<file path="config.mk">
export PLATFORM = sky130hd
export DESIGN_NAME = clkdiv_ctrl_flat
export DESIGN_NICKNAME = d
export VERILOG_FILES = /design/src/rtl/clkdiv_pkg.sv /design/src/rtl/clkdiv_if.sv /design/src/rtl/clkdiv_rr_arbiter.sv /design/src/rtl/clkdiv_ctrl.sv /design/src/flat_wrapper.sv
export SDC_FILE = /design/constraint.sdc
export NUM_CORES = 1
export LEC_CHECK = 0
export CAP_MARGIN = 20
export CORE_MARGIN = 5
export CORE_UTILIZATION = 35
export CTS_CLUSTER_SIZE = 10
export DETAILED_ROUTE_END_ITERATION = 6
export PLACE_DENSITY_LB_ADDON = 0.15
export SETUP_SLACK_MARGIN = 0.3
export SKIP_LAST_GASP = 1
export SLEW_MARGIN = 30
export SYNTH_ARGS = -nofsm -noshare
export SYNTH_HDL_FRONTEND = slang
export SYNTH_HIERARCHICAL = 1
export SYNTH_SLANG_ARGS = --single-unit
</file>
<file path="constraint.sdc">
create_clock -name clk -period 2.8 [get_ports clk]
set_input_delay 0.84 -clock clk [delete_from_list [all_inputs] [get_ports clk]]
set_output_delay 0.84 -clock clk [all_outputs]
set_load 0.02 [all_outputs]
</file>
<file path="src/rtl/clkdiv_pkg.sv">
// Shared types and default parameters for the clock-divider controller slice.
package clkdiv_pkg;

    localparam int CNT_W   = 8;
    localparam int N_REQ   = 4;
    localparam int DIV_RST = 2;

    typedef enum logic [1:0] {
        IDLE  = 2'd0,
        RUN   = 2'd1,
        DRAIN = 2'd2
    } state_e;

endpackage

</file>
<file path="src/rtl/clkdiv_if.sv">
// Divide-ratio configuration handshake between a host and the divider controller.
interface clkdiv_if #(
    parameter int CNT_W = clkdiv_pkg::CNT_W
) ();

    logic             cfg_valid;
    logic [CNT_W-1:0] cfg_div;
    logic             cfg_ready;
    logic             cfg_err;

    modport master (output cfg_valid, output cfg_div, input cfg_ready, input cfg_err);
    modport slave  (input cfg_valid, input cfg_div, output cfg_ready, output cfg_err);

endinterface

</file>
<file path="src/rtl/clkdiv_rr_arbiter.sv">
// Round-robin grant selector; the pointer moves only when a grant is actually issued.
module rr_arbiter #(
    parameter int N_REQ = 4
) (
    input  logic             clk,
    input  logic             rst_n,
    input  logic [N_REQ-1:0] req,
    input  logic             advance,
    output logic [N_REQ-1:0] gnt
);

    localparam int PTR_W = (N_REQ > 1) ? $clog2(N_REQ) : 1;
    typedef logic [PTR_W-1:0] ptr_t;

    ptr_t ptr_q;
    ptr_t sel;
    ptr_t idx;
    logic found;

    // NOTE: every variable gets a default before the search loop, otherwise
    // the paths where no request matches would infer latches.
    always_comb begin
        gnt   = '0;
        sel   = ptr_q;
        idx   = '0;
        found = 1'b0;
        for (int k = 1; k <= N_REQ; k++) begin
            idx = ptr_t'((int'(ptr_q) + k) % N_REQ);
            if (!found && req[idx]) begin
                found    = 1'b1;
                gnt[idx] = 1'b1;
                sel      = idx;
            end
        end
    end

    // Reset to the last index so that requester 0 wins the first grant.
    always_ff @(posedge clk or negedge rst_n) begin
        if (!rst_n) begin
            ptr_q <= ptr_t'(N_REQ - 1);
        end else if (advance && found) begin
            ptr_q <= sel;
        end
    end

endmodule

</file>
<file path="src/rtl/clkdiv_ctrl.sv">
// Programmable clock divider with start/stop/drain control, glitch-free ratio
// updates at half-period boundaries, and a round-robin tick grant.
module clkdiv_ctrl
    import clkdiv_pkg::*;
#(
    parameter int CNT_W   = clkdiv_pkg::CNT_W,
    parameter int N_REQ   = clkdiv_pkg::N_REQ,
    parameter int DIV_RST = clkdiv_pkg::DIV_RST
) (
    input  logic             clk,
    input  logic             rst_n,
    input  logic             start,
    input  logic             stop,
    clkdiv_if.slave          cfg,
    input  logic [N_REQ-1:0] req,
    output logic             clk2,
    output logic             tick,
    output logic [N_REQ-1:0] gnt,
    output logic             busy
);

    typedef logic [CNT_W-1:0] cnt_t;

    state_e state_q, state_d;
    cnt_t   cnt_q, cnt_d;
    cnt_t   div_q, div_d;
    cnt_t   pend_div_q, pend_div_d;
    logic   pend_q, pend_d;
    logic   clk2_d, tick_d, err_d, busy_d;
    logic   err_q, ready_q;
    logic   xfer, terminal;
    logic [N_REQ-1:0] gnt_c;

    assign xfer          = cfg.cfg_valid & ready_q;
    assign terminal      = (cnt_q == div_q - cnt_t'(1));
    assign cfg.cfg_ready = ready_q;
    assign cfg.cfg_err   = err_q;

    rr_arbiter #(.N_REQ(N_REQ)) u_rr (
        .clk     (clk),
        .rst_n   (rst_n),
        .req     (req),
        .advance (tick_d),
        .gnt     (gnt_c)
    );

    always_comb begin
        state_d    = state_q;
        cnt_d      = cnt_q;
        clk2_d     = clk2;
        tick_d     = 1'b0;
        err_d      = 1'b0;
        div_d      = div_q;
        pend_d     = pend_q;
        pend_div_d = pend_div_q;

        case (state_q)
            IDLE: begin
                if (start && !stop) begin
                    state_d = RUN;
                    cnt_d   = '0;
                end
            end
            RUN, DRAIN: begin
                if (state_q == RUN && stop && !clk2) begin
                    // Already low: stop cleanly without emitting a tick.
                    state_d = IDLE;
                    cnt_d   = '0;
                end else if (terminal) begin
                    cnt_d  = '0;
                    clk2_d = ~clk2;
                    tick_d = 1'b1;
                    if (clk2 && (state_q == DRAIN || stop)) begin
                        state_d = IDLE;
                    end
                end else begin
                    cnt_d = cnt_q + cnt_t'(1);
                    if (state_q == RUN && stop) begin
                        state_d = DRAIN;
                    end
                end
            end
            default: state_d = IDLE;
        endcase

        // A held ratio lands on a half-period boundary or once the divider is idle.
        if (pend_q && (tick_d || state_q == IDLE || state_d == IDLE)) begin
            div_d  = pend_div_q;
            pend_d = 1'b0;
        end

        if (xfer) begin
            if (cfg.cfg_div == '0) begin
                err_d = 1'b1;
            end else if (state_q == IDLE) begin
                div_d = cfg.cfg_div;
            end else begin
                pend_d     = 1'b1;
                pend_div_d = cfg.cfg_div;
            end
        end

        busy_d = (state_d != IDLE);
    end

    // NOTE: state registers use non-blocking assignments so every flop samples
    // the values from before the edge, independent of statement order.
    always_ff @(posedge clk or negedge rst_n) begin
        if (!rst_n) begin
            state_q    <= IDLE;
            cnt_q      <= '0;
            clk2       <= 1'b0;
            tick       <= 1'b0;
            gnt        <= '0;
            err_q      <= 1'b0;
            busy       <= 1'b0;
            div_q      <= cnt_t'(DIV_RST);
            pend_q     <= 1'b0;
            pend_div_q <= '0;
            ready_q    <= 1'b1;
        end else begin
            state_q    <= state_d;
            cnt_q      <= cnt_d;
            clk2       <= clk2_d;
            tick       <= tick_d;
            gnt        <= tick_d ? gnt_c : '0;
            err_q      <= err_d;
            busy       <= busy_d;
            div_q      <= div_d;
            pend_q     <= pend_d;
            pend_div_q <= pend_div_d;
            ready_q    <= ~pend_d;
        end
    end

endmodule

</file>
<file path="src/flat_wrapper.sv">
// flat-port wrapper written by rule: the top's interface ports become plain ports
module clkdiv_ctrl_flat import clkdiv_pkg::*;
#(
    parameter int CNT_W   = clkdiv_pkg::CNT_W,
    parameter int N_REQ   = clkdiv_pkg::N_REQ,
    parameter int DIV_RST = clkdiv_pkg::DIV_RST
)
  (clk, rst_n, start, stop, req, clk2, tick, gnt, busy, cfg_cfg_valid, cfg_cfg_div, cfg_cfg_ready, cfg_cfg_err);
  clkdiv_if #(.CNT_W(CNT_W)) cfg_i ();
  input  logic clk;
  input  logic rst_n;
  input  logic start;
  input  logic stop;
  input  logic [N_REQ-1:0] req;
  output logic clk2;
  output logic tick;
  output logic [N_REQ-1:0] gnt;
  output logic busy;
  input wire logic [$bits(cfg_i.cfg_valid)-1:0] cfg_cfg_valid;
  input wire logic [$bits(cfg_i.cfg_div)-1:0] cfg_cfg_div;
  output wire logic [$bits(cfg_i.cfg_ready)-1:0] cfg_cfg_ready;
  output wire logic [$bits(cfg_i.cfg_err)-1:0] cfg_cfg_err;
  assign cfg_i.cfg_valid = cfg_cfg_valid;
  assign cfg_i.cfg_div = cfg_cfg_div;
  assign cfg_cfg_ready = cfg_i.cfg_ready;
  assign cfg_cfg_err = cfg_i.cfg_err;
  clkdiv_ctrl #(.CNT_W(CNT_W), .N_REQ(N_REQ), .DIV_RST(DIV_RST)) u_core (.clk(clk), .rst_n(rst_n), .start(start), .stop(stop), .cfg(cfg_i), .req(req), .clk2(clk2), .tick(tick), .gnt(gnt), .busy(busy));
endmodule
</file>
==> results.md, run 1 <==
- Buffers on Ports: 25
- Setup WS pre-CTS: 0.02162 ns
- Reg2Reg Setup Slack: 0.18 ns
- Die area: 0.009460 mm2
- Number of synthesized register bits: 38
- Pwr Total: 3.423 mW
- Grt ovf: 0
- Deepest clock path buffer count: 2
- First-pass GRT wire length: 10.23 mm
- Die X: 97.26 um
- # hold bufs at CTS: 0
- Share of cells above drive strength 1: 25.00%
- DR DRC count: 0
- Arrival @ worst endpoint: 2.81 ns
- YS warnings: 6
- # fillers: 698
- Post-synth ARST share: 100.0%
- Antenna Cells: 0
- I/O Pins: 26
- Status: complete, no violations
- Final WL: 5.780 mm
- TritonCTS clock tree: built
- Die height: 97.26 um
- Fmax: 382.0 MHz
- DP Wirelength: 4.287 mm
- Post-Syn Area: 0.002665 mm2
- CP Class: flip-flop to flip-flop
- Avg Vias per Cell: 5.236
- Largest net degree at the start of global routing: 39
- Cells after synthesis: 275
- Placed Instances: 408
- Yosys cell types: 63
- Setup TNS: 0 ns
- Worst-path maximum fanout: 16
- RSZ-0062 raised after global routing: yes
- Syn Nets: 306
- Vias in the first global route: 2,203
- Setup crit end kind: flip-flop
- Clock Skews: 0.01642 ns
- GRT Util Overall: 12.77%
- Clk slew on worst S/H paths: 0.08 ns
- Final worst slack: 0.1821 ns
- Avg WL per Cell: 13.66 um
- Power density cells: 1012 mW/mm2
- Core Rows: 31
- Relative max-transition margin: 58.14%
- Initial antenna violation count: 0
- Post-synth EDFFs: 0
- Top_reg_cell synth: dfrtp_1
- Final min period: 2.618 ns
- Syn Area/Cell: 9.691 um2
- Core Area: 0.007331 mm2
- Area growth from synthesis to layout: 26.95%
- DR vias: 2,215
- Clock Root Buffer: clkbuf_8
- Actual slew at the worst max-slew pin: 0.6278 ns
- Final GP Congestion: 0.7835
- Layout Cells excl Fill: 423
- H-Tree Depth: 2
- Max_cap viols: 0
- Clock latency on the worst-skew pair: 0.29 ns
- Seq/Total Area, Yosys: 35.87%
- Final setup fails: 0
- Final ANT Viol Nets: 0
- CTS buffer count: 5
- LEAKAGE: 1.375 nW
- Final worst-path cycle share: 93.50%
- VDD IR max: 0.0006085 V
- CTS sink count: 38
- Fin nets: 354
- Data required, critical path: 3.00 ns
- DR iter-0 viols: 78
- HP Class: input pin to async pin
- Starting density of the core: 36.35%
- Count of pins over their slew limit: 0
- Startpoint Class: flip-flop
- Initial DRT Pass Iterations: 4
- Hold Violations, Final: 0
[cell usage in the layout (no fill, tap or decap), types with 5 or more instances in the layout]
master           count
nor2_1              35
dfrtp_1             34
clkdlybuf4s50_1     24
buf_4               24
nand2_1             17
o21ai_0             14
ha_1                13
a22oi_1             12
nor3_1              10
nand3_1              9
mux2_2               9
nand3b_1             8
clkbuf_8             6
xor2_1               6
xnor2_1              6
a211oi_1             6
inv_1                5
and3_2               5
nor2b_1              5
[worst max-delay path, cell delays in order, from the launching register on]
cell      delay [ns]
dfstp_2         0.54
inv_2           0.04
ha_4            0.15
nor3b_4         0.14
or3_4           0.34
a31oi_4         0.21
o2111a_2        0.27
o21ai_2         0.10
a211oi_4        0.28
buf_12          0.18
nor3_1          0.05
a211oi_1        0.23
[Yosys cell counts (all sizes together) (2+ instances only)]
cell | count | share of area [%]
xnor2 | 6 | 2.0
buf | 5 | 1.5
mux4 | 4 | 3.5
mux2i | 3 | 1.1
inv | 6 | 0.85
nor2b | 6 | 1.5
o211ai | 4 | 1.1
nand3 | 10 | 1.9
dfrtp | 34 | 32
mux2 | 9 | 3.8
a21oi | 4 | 0.75
nor4 | 2 | 0.47
or3 | 2 | 0.52
o2111ai | 2 | 0.89
clkbuf | 5 | 1.5
o21a | 2 | 0.56
dfstp | 4 | 3.9
nand2 | 18 | 2.5
a211oi | 9 | 3.4
a31oi | 4 | 1.2
ha | 14 | 6.6
nand3b | 8 | 2.3
a22oi | 12 | 3.4
nor3 | 13 | 3.2
nor2 | 37 | 5.2
and3 | 8 | 2.1
o21ai | 19 | 3.8
xor2 | 6 | 2.0
nor3b | 2 | 0.75
or2 | 2 | 0.47
[where the power goes]
part	switching (mW)	internal [mW]
registers	0.233	0.746
clock network	0.193	0.291
logic	0.996	0.963
[kinds of logic (layout without fill, tap and decap cells)]
| family | after synthesis | in the layout | share of synthesized area, % |
|---|---|---|---|
| adders and majority gates | 14 | 14 | 6.573 |
| xor gates and xnor gates | 12 | 12 | 3.944 |
| AOI/OAI and AO/OA | 64 | 64 | 17.89 |
| and+or+nand+nor | 114 | 114 | 23.15 |
| buffers and inverters | 17 | 66 | 4.131 |
| muxes | 16 | 16 | 8.451 |
| DFF | 38 | 38 | 35.87 |
[worst paths after layout]
kind	start	end	cells past startpoint
worst min-delay path	rst_n	u_core/pend_div_q[6]	1
min in group clk	u_core/clk2	u_core/clk2	1
worst max-delay path	u_core/div_q[1]	u_core/div_q[1]	11
worst max register to register	u_core/div_q[1]	u_core/div_q[1]	11
worst min register to register	u_core/clk2	u_core/clk2	1
max in group asynchronous	rst_n	u_core/u_rr/ptr_q[0]	1
[area by class of cell]
type | instances | area [um2] | area share, %
Multi-Input combinational cell | 220 | 1682 | 49.70
Sequential cell | 38 | 955.9 | 28.25
Timing Repair Buffer | 52 | 483.0 | 14.28
Tap cell | 99 | 123.9 | 3.661
Clock buffer | 7 | 86.33 | 2.552
Clock inverter | 1 | 30.03 | 0.8876
Inverter | 6 | 22.52 | 0.6657
[state kept, by name, summed over array words and instances, names as in the netlist]
name	flops
u_core/cfg.cfg_ready	1
u_core/cnt_q	8
u_core/pend_q	1
u_core/pend_div_q	8
u_core/busy	1
u_core/clk2	1
u_core/gnt	4
u_core/tick	1
u_core/div_q	8
u_core/u_rr/ptr_q	2
u_core/cfg.cfg_err	1
u_core/state_q	2
[routing by layer]
| metal | global-route usage [%] | wire, um | vias to the layer above |
|---|---|---|---|
| met5 | 0 | 0 | - |
| met4 | 2.875 | 43 | 0 |
| met3 | 3.159 | 207 | 4 |
| met2 | 19.90 | 2667 | 39 |
| met1 | 17.91 | 2861 | 1071 |
| li1 | - | - | 1101 |
[through the flow]
step                      cell area [um2]  util (%)  hold WS, ns
final                                3383     46.15       0.5033
after global routing                 3383     46.15       0.5482
after CTS                            3304     45.08       0.5388
after detailed placement             3166     43.18       0.5207
after global placement               3166     43.18       0.5180
after floorplan                      2709         -       0.4950
[timing repair]
item,in CTS,in global routing
gates resized for setup,0,11
gates cloned,0,0
setup buffers,3,4
pin swaps,2,4
setup endpoints to repair,9,20
No activity file was read; power rests on OpenSTA's default activity.
==> run 2: changes to the inputs <==
Settings changed: CORE_ASPECT_RATIO from default to 1.2.
==> run 2 against run 1 <==
  * Clock-buffer cell count shrank 2
  * Wire length is 1.8% higher
  * Clock skew decreased by 0.0087 ns
  * Combinational power is 2% higher
  * Clock power decreased by 3%
  * Power rose by 0.56%
  * Flip-flop and latch count unchanged
  * First-iteration DRC count fell by 19%
  * Cell area is 1.5% higher
  * Register-to-register slack hardly changed
  * Sequential power down 0.8%
  * Highest routed layer unchanged
==> results.md, run 2 (synthesis results as in run 1) <==
- Final setup fails: 0 (unchanged)
- Final worst slack: 0.1920 ns (+0.009931 ns)
- Largest net degree at the start of global routing: 39 (unchanged)
- # hold bufs at CTS: 0 (unchanged)
- Die area: 0.009467 mm2 (about the same)
- Fmax: 383.4 MHz (+0.38%)
- H-Tree Depth: 2 (unchanged)
- Power density cells: 1003 mW/mm2 (-0.90%)
- CP Class: flip-flop to flip-flop
- Fin nets: 360 (+1.7%)
- Biggest regs: u_core/cnt_q x8, u_core/div_q x8, u_core/pend_div_q x8
- Clk slew on worst S/H paths: 0.08 ns (about the same)
- Clock latency on the worst-skew pair: 0.30 ns (about the same)
- Data required, critical path: 3.00 ns (about the same)
- Avg WL per Cell: 14.01 um (+2.5%)
- DR vias: 2,202 (-0.59%)
- Initial antenna violation count: 0 (unchanged)
- Die X: 89.66 um (-7.8%)
- I/O Pins: 26 (unchanged)
- Reg2reg end: u_core/div_q[1]
- Pwr Total: 3.442 mW (+0.56%)
- Antenna Cells: 0 (unchanged)
- Reg2Reg Setup Slack: 0.19 ns (about the same)
- Hold Violations, Final: 0 (unchanged)
- Core Area: 0.007360 mm2 (+0.39%)
- Avg Vias per Cell: 5.243 (+0.12%)
- Count of pins over their slew limit: 0 (unchanged)
- Final worst-path cycle share: 93.14% (-0.35 points)
- Arrival @ worst endpoint: 2.81 ns (about the same)
- Status: complete, no violations
- Share of cells above drive strength 1: 27.88% (+2.9 points)
- Buffers on Ports: 25 (unchanged)
- Final WL: 5.883 mm (+1.8%)
- Clock Root Buffer: clkbuf_8
- Vias in the first global route: 2,134 (-3.1%)
- Final min period: 2.608 ns (-0.009931 ns)
- VDD IR max: 0.0004620 V (-24%)
- DR DRC count: 0 (unchanged)
- LEAKAGE: 1.417 nW (+3.1%)
- Deepest clock path buffer count: 2 (unchanged)
- Die height: 105.6 um (+8.6%)
- Setup WS pre-CTS: -0.09491 ns (-0.1165 ns)
- Final ANT Viol Nets: 0 (unchanged)
- Reg-to-reg startpoint: u_core/div_q[1]
- FF-to-FF path depth: 11 (unchanged)
- Area growth from synthesis to layout: 28.83%
- Relative max-transition margin: 61.39% (+3.2 points)
- Commonest non-fill, non-tap cell in the layout: nor2_1
- Grt ovf: 0 (unchanged)
- Final GP Congestion: 0.7204 (-8.1%)
- CTS buffer count: 5 (unchanged)
- GRT Util Overall: 13.50% (+0.73 points)
- HP Class: input pin to async pin
- CTS sink count: 38 (unchanged)
- Setup crit end kind: flip-flop
- Max_cap viols: 0 (unchanged)
- DP Wirelength: 4.258 mm (-0.66%)
- Starting density of the core: 36.21% (-0.14 points)
- Most frequent cells in the layout: nor2_1 (35), dfrtp_1 (34), buf_4 (31), clkdlybuf4s50_1 (23), nand2_1 (17)
- TritonCTS clock tree: built
- Core Rows: 34 (+9.7%)
- Critical path origin: u_core/div_q[1]
- RSZ-0062 raised after global routing: yes
- End point of the critical path: u_core/div_q[1]
- Clock Skews: 0.007696 ns (-0.008724 ns)
- Initial DRT Pass Iterations: 4 (unchanged)
- First-pass GRT wire length: 10.23 mm (unchanged)
- Startpoint Class: flip-flop
- DR iter-0 viols: 63 (-19%)
- Worst-path maximum fanout: 15 (-1)
- Actual slew at the worst max-slew pin: 0.5791 ns (-0.04873 ns)
-- run 2: changes by cell type in the layout (fill, tap and decap cells not counted), moves of 2 or more --
cell	before	now
o21ai_1	2	5
buf_4	24	31
clkinv_2	0	2
a22oi_2	0	3
a22oi_1	12	9
o21ai_0	14	12
-- run 2: repair_timing --
item | in CTS | in global routing
pin swaps | 1 | 4
resized for setup | 4 | 14
setup buffers | 3 | 5
endpoints found under the setup margin | 17 | 19
-- run 2: layout make-up --
class | instances | area (um2)
fillers | 705 | 3926
multi-input cells | 220 | 1707
flip-flops and latches | 38 | 955.9
repair buffers | 58 | 526.8
well taps | 90 | 112.6
clock buffers | 5 | 68.82
clock inverters | 3 | 40.04
inverters | 6 | 22.52
-- run 2: how the worst min path moves through the flow --
stage | from | to | slack [ns] | cells after the start
global route | rst_n | u_core/cnt_q[3] | 0.55 | 1
detailed placement | u_core/cfg.cfg_ready | u_core/cfg.cfg_err | 0.52 | 2
global placement | u_core/pend_div_q[0] | u_core/pend_div_q[0] | 0.51 | 1
finish | rst_n | u_core/cnt_q[3] | 0.51 | 1
CTS | u_core/cfg.cfg_ready | u_core/cfg.cfg_err | 0.53 | 2
floorplan | u_core/pend_div_q[0] | u_core/pend_div_q[0] | 0.49 | 1
-- run 2: report_power, final --
group	internal [mW]	total [mW]	leakage, nW	switching [mW]
Clock	0.262	0.469	0.0579	0.207
Sequential	0.746	0.972	0.479	0.226
Combinational	0.986	2.00	0.880	1.01
Total	1.99	3.44	1.42	1.45
-- run 2: metrics by stage --
step / hold slack, ns / cells / TNS, ns / area (um2) / util (%)
floorplan: 0.4950 / 275 / 0 / 2709 / -
global placement: 0.5074 / 404 / -0.2701 / 3192 / 43.37
detailed placement: 0.5182 / 404 / -0.9373 / 3192 / 43.37
CTS: 0.5320 / 415 / 0 / 3338 / 45.36
global route: 0.5542 / 420 / 0 / 3433 / 46.65
finish: 0.5058 / 420 / 0 / 3433 / 46.65
-- run 2: per-layer routing --
metal  up-vias  GRT usage (%)  wire, um
met1      1049          19.85      2938
met4         0          3.830        77
li1       1110              -         -
met2        36          19.93      2664
met5         -              0         0
met3         7          2.654       202
-- run 2: worst max-delay path: stages, from the launching register on --
cell and delay [ns]:
dfstp_2 0.54, inv_2 0.04, ha_4 0.15, nor3b_4 0.15, or3_4 0.35, a31oi_4 0.20, o2111ai_4 0.17, mux2i_4 0.26
a211oi_4 0.21, buf_12 0.18, nor3_1 0.05, a211oi_1 0.22
